===== src/rtl/game_pkg.sv =====
// Shared types and constants for the obstacle runner game sequencer.
package game_pkg;

    typedef enum logic [1:0] {
        MENU = 2'd0,
        RUN  = 2'd1,
        DEAD = 2'd2,
        WIN  = 2'd3
    } game_state_t;

    // Spawn probability out of 16, indexed by level; later levels get denser.
    localparam logic [4:0] SPAWN_THR [3] = '{5'd4, 5'd6, 5'd8};

    // Galois mask for x^16+x^14+x^13+x^11+1, right-shifting form.
    localparam logic [15:0] LFSR_TAPS = 16'hB400;

    function automatic logic [4:0] spawn_thr(input int unsigned lvl);
        case (lvl)
            0:       return SPAWN_THR[0];
            1:       return SPAWN_THR[1];
            default: return SPAWN_THR[2];
        endcase
    endfunction

endpackage


===== src/rtl/lfsr16.sv =====
// 16-bit Galois LFSR used as the obstacle spawn source; advances only when en is high.
module lfsr16
    import game_pkg::*;
#(
    parameter logic [15:0] SEED = 16'hACE1
) (
    input  logic        clk,
    input  logic        reset,
    input  logic        en,
    output logic [15:0] q
);

    always_ff @(posedge clk) begin
        if (reset)
            q <= SEED;
        else if (en)
            q <= {1'b0, q[15:1]} ^ (q[0] ? LFSR_TAPS : 16'h0000);
    end

endmodule


===== src/rtl/obstacle_scheduler.sv =====
// Game sequencer: MENU/RUN/DEAD/WIN state, game timer, scrolling obstacle bitmap and level progression.
module obstacle_scheduler
    import game_pkg::*;
#(
    parameter int          NUM_SLOTS      = 20,
    parameter int          SLOT_W         = 32,
    parameter int          OBST_PER_LEVEL = 16,
    parameter int          NUM_LEVELS     = 3,
    parameter int          MIN_GAP        = 2,
    parameter logic [15:0] LFSR_SEED      = 16'hACE1
) (
    input  logic                          clk,
    input  logic                          reset,
    input  logic                          tick,
    input  logic                          start,
    input  logic                          player_hit,
    output logic [NUM_SLOTS-1:0]          slots,
    output logic [$clog2(SLOT_W)-1:0]     scroll_off,
    output logic [$clog2(NUM_LEVELS)-1:0] level,
    output logic [15:0]                   game_time,
    output logic                          menu_screen,
    output logic                          death_screen,
    output logic                          victory_screen,
    output logic                          obj_reset
);

    localparam int SCW = $clog2(SLOT_W);
    localparam int LW  = $clog2(NUM_LEVELS);
    localparam int CW  = $clog2(OBST_PER_LEVEL + 1);

    game_state_t   state;
    logic          start_q;
    logic          start_edge;
    logic [CW-1:0] clr_cnt;
    logic [CW-1:0] clr_inc;
    logic [15:0]   lfsr_q;
    logic          lfsr_unused;
    logic [SCW:0]  sum;
    logic          over;
    logic          shift;
    logic          spawn;
    logic          level_done;

    lfsr16 #(
        .SEED (LFSR_SEED)
    ) u_lfsr (
        .clk   (clk),
        .reset (reset),
        .en    (shift),
        .q     (lfsr_q)
    );

    assign lfsr_unused = ^lfsr_q[15:4];

    always_comb begin
        start_edge = start & ~start_q;
        sum        = {1'b0, scroll_off} + (SCW+1)'(level) + (SCW+1)'(1);
        over       = sum >= (SCW+1)'(SLOT_W);
        shift      = (state == RUN) && tick && !player_hit && over;
        spawn      = ({1'b0, lfsr_q[3:0]} < spawn_thr(int'(level)))
                     && !(|slots[NUM_SLOTS-1 -: MIN_GAP]);
        clr_inc    = clr_cnt + 1'b1;
        level_done = slots[0] && (clr_inc == CW'(OBST_PER_LEVEL));
    end

    // SLOT_W is a power of two and sum < 2*SLOT_W, so dropping the top bit of sum
    // yields either sum or sum - SLOT_W.
    always_ff @(posedge clk) begin
        if (reset) begin
            state      <= MENU;
            slots      <= '0;
            scroll_off <= '0;
            level      <= '0;
            game_time  <= '0;
            clr_cnt    <= '0;
            obj_reset  <= 1'b0;
            start_q    <= start;
        end else begin
            start_q   <= start;
            obj_reset <= 1'b0;
            case (state)
                MENU: begin
                    if (start_edge) begin
                        state      <= RUN;
                        obj_reset  <= 1'b1;
                        slots      <= '0;
                        scroll_off <= '0;
                        level      <= '0;
                        game_time  <= '0;
                        clr_cnt    <= '0;
                    end
                end
                RUN: begin
                    if (player_hit) begin
                        state <= DEAD;
                    end else if (tick) begin
                        if (game_time != 16'hFFFF)
                            game_time <= game_time + 16'd1;
                        scroll_off <= sum[SCW-1:0];
                        if (over) begin
                            slots <= {spawn, slots[NUM_SLOTS-1:1]};
                            if (slots[0]) begin
                                if (level_done) begin
                                    clr_cnt <= '0;
                                    if (level == LW'(NUM_LEVELS - 1))
                                        state <= WIN;
                                    else
                                        level <= level + 1'b1;
                                end else begin
                                    clr_cnt <= clr_inc;
                                end
                            end
                        end
                    end
                end
                DEAD, WIN: begin
                    if (start_edge)
                        state <= MENU;
                end
                default: state <= MENU;
            endcase
        end
    end

    assign menu_screen    = (state == MENU);
    assign death_screen   = (state == DEAD);
    assign victory_screen = (state == WIN);

endmodule


===== config.mk =====
export PLATFORM = sky130hd
export DESIGN_NAME = obstacle_scheduler
export DESIGN_NICKNAME = d
export VERILOG_FILES = /design/src/rtl/game_pkg.sv /design/src/rtl/lfsr16.sv /design/src/rtl/obstacle_scheduler.sv
export SDC_FILE = /design/constraint.sdc
export NUM_CORES = 1
export LEC_CHECK = 0
export CORE_UTILIZATION = 37
export DETAILED_ROUTE_END_ITERATION = 16
export GPL_ROUTABILITY_DRIVEN = 0
export GPL_TIMING_DRIVEN = 0
export SLEW_MARGIN = 20
export SYNTH_ARGS = -nofsm -noshare
export SYNTH_HDL_FRONTEND = slang
export SYNTH_SLANG_ARGS = --single-unit

===== constraint.sdc =====
create_clock -name clk -period 2.6 [get_ports clk]
set_input_delay 0.78 -clock clk [delete_from_list [all_inputs] [get_ports clk]]
set_output_delay 0.78 -clock clk [all_outputs]
set_load 0.02 [all_outputs]

==> metrics.cfg <==
[setup_path]
cp-start-kind = flop
cp_cell_sequence = clkbuf_4 -> and2_1 -> clkdlybuf4s50_1
worst-r2r-setup-slack_ns = 0.26
cpPeakStageDelay_ns = 0.59
critPathKind = flop to output port
worstReg2RegEnd = slots[13]
crit_start = state[0]
critical_path_required_ns = 1.82
end_kind = output port
slowest_stage = clkdlybuf4s50_1
arrival_ns = 1.72
worstPathMaxFanout = 10
timing.rr.start = level[0]
ff2ff_path_depth = 9

[detailed_routing]
drt_first_iter_violations = 135
wl_per_cell_um = 12.9
drc = 0
ant_nets = 0
dr.pass1.iters = 4
finalWirelength_mm = 7.11
vias_per_cell = 5.01
vias = 2765

[power_and_ir_drop]
p_leak_nw = 1.41
p_per_area_nw_per_um2 = 558
total_power_w = 0.00225
ir_drop_v = 0.000271

[synthesis]
synth-seq-cells = 68
synth_area_per_cell_um2 = 8.15
synth-seq-area-share_pct = 44.3
synth_area_um2 = 3070
synth_cell_types = 46
netlist_instances = 377
synth_nets = 393
ys.warnings.count = 0

[floorplanning]
die_h_um = 93.2
rows = 32
num_io_pins = 52
fp.dieW_um = 93.2
core_um2 = 7890
start_util_pct = 39.0
dieArea_um2 = 8680

[clock_network]
clock_sinks = 68
clkLatencyLatePin_ns = 0.34
cts_buffers = 9
clk_pin_slew_ns = 0.07
cts_tree = done
clockBufferDepth = 2
cts_root_buf = clkbuf_8
cts_hold_buf = 0
cts_max_level = 3

[min_path]
holdPathEnd = u_lfsr.q[3]
min_from = u_lfsr.q[4]
whs_path_depth = 2
hold_path_class = flop to flop

[global_routing]
overflow = 0
grt_usage_pct = 17.4
grt_max_degree = 13
antenna_found_initial = 0
grt_pass1_vias = 2556
grt_pass1_wl_mm = 11.9

[job]
maxCapViolations = 0

[cells_and_area]
drive_gt1_share_pct = 8.00
n_fill_cell = 755
diodes = 0
area_delta_synth_final_pct = 31.3
fin_util_pct = 51.2
nets = 461

[sta]
fin_ws_ns = 0.0962
slew_violations = 0
min_period_ns = 2.50
tightest_slew_ns = 0.817
setup_viol = 0
worst_slew_margin_rel_pct = 45.2
finalHoldViolCount = 0
rsz0062_at_grt = no
fmax_ghz = 0.399
post-route-period-util_pct = 96.3
clock_skew_ns = 0.00552

[placed_design]
dpl_worst_slack_ns = -0.525
io_buffers = 51
hpwl_mm = 5.17

[status]
status = completed

[per-stage QoR]
stage	hold WS [ns]	TNS [ns]	instances	instance area, um2
after floorplan	0.432	0	377	3070
after global placement	0.440	-21.37	530	3710
after detailed placement	0.446	-19.55	530	3720
after CTS	0.457	0	547	3980
after global routing	0.474	0	552	4040
final	0.455	0	552	4040
[worst max-delay path by stage]
stage / slack, ns / to
floorplan: 0.17 / game_time[15]
global route: 0.001 / game_time[14]
finish: 0.1 / victory_screen
CTS: 0.03 / slots[13]
global placement: -0.58 / game_time[7]
detailed placement: -0.52 / slots[13]
[cell type report]
| cell class | instances | area [um2] | area share, % |
|---|---|---|---|
| Tap cell | 102 | 128 | 3.16 |
| Sequential cell | 68 | 1360 | 33.7 |
| Multi-Input combinational cell | 278 | 1630 | 40.3 |
| Clock buffer | 11 | 151 | 3.75 |
| Inverter | 12 | 45.0 | 1.12 |
| Timing Repair Buffer | 57 | 554 | 13.7 |
| Clock inverter | 5 | 82.6 | 2.05 |
| Buffer | 19 | 85.1 | 2.11 |
[report_power, final]
part | switching (W) | internal [W] | leakage [nW]
Combinational | 0.000121 | 0.0000639 | 0.739
Sequential | 0.00000984 | 0.00105 | 0.549
Clock | 0.000412 | 0.000596 | 0.120
[placed cells by master (no fill, tap or decap), drive strengths merged, types with 5 or more instances in the layout]
master / count
dfxtp: 68
nand2: 67
clkdlybuf4s50: 50
nand3: 38
a21oi: 38
nor2: 31
clkbuf: 28
inv: 12
xor2: 10
ha: 10
o21ai: 9
nor3: 9
xnor2: 8
buf: 8
nand4: 7
a21o: 5
[kinds of logic after synthesis]
kind of cell             share of synthesized area, %
buffers and inverters                            3.87
adder cells (fa/ha/maj)                          4.72
multiplexers                                    0.651
AND/OR/NAND/NOR                                  26.0
XOR/XNOR                                         5.13
flip-flops                                       44.3
AO/OA/AOI/OAI                                    15.3
[layer usage]
metal	part of all wire, %	up-vias	global-route usage [%]
li1	-	1434	-
met1	50	1272	23.3
met2	45	51	26.7
met3	4.1	8	3.66
met4	1.4	0	7.95
met5	0	-	0
[repair_timing]
action,4_1_cts,5_1_grt
pin swaps,4,2
gates cloned,0,0
setup endpoints to repair,21,34
gates resized for setup,6,7
buffers inserted,1,5
[cells in the mapped netlist, drive strengths merged]
master	number	area, um2
mux2i	2	20.0
or2	1	6.26
clkbuf	16	60.1
nor4	3	25.0
o211ai	3	22.5
nor3	9	45.0
nand2b	3	18.8
and3	3	18.8
o211a	1	10.0
nand4	7	43.8
or3b	2	17.5
a21o	5	37.5
nand3	38	190
inv	11	41.3
nor2	31	116
nand3b	2	15.0
a211oi	3	22.5
o21a	1	7.51
ha	10	125
a21oi	38	194
a2111oi	3	51.3
nand2	67	251
nand4b	1	8.76
xnor2	8	70.1
dfxtp	68	1360
a211o	2	17.5
or3	1	6.26
a311oi	1	8.76
a22oi	2	15.0
xor2	10	87.6
o31ai	1	7.51
clkinv	1	3.75
and2	3	18.8
a41oi	1	8.76
nor2b	3	18.8
o21ai	9	45.0
fa	1	20.0
a21boi	3	22.5
buf	3	13.8
[worst max-delay path: cells and delay by family, from the launching register on]
family	cells	cell delay (ns)
buffers and inverters	2	0.83
and+or+nand+nor	1	0.14
DFF	1	0.41
[registers in the layout (all words and copies together) (netlist names)]
signal	flops
clr_cnt	5
game_time	16
level	2
obj_reset	1
scroll_off	5
slots	20
start_q	1
state	2
u_lfsr.q	16
No activity file was read; power rests on OpenSTA's default activity.
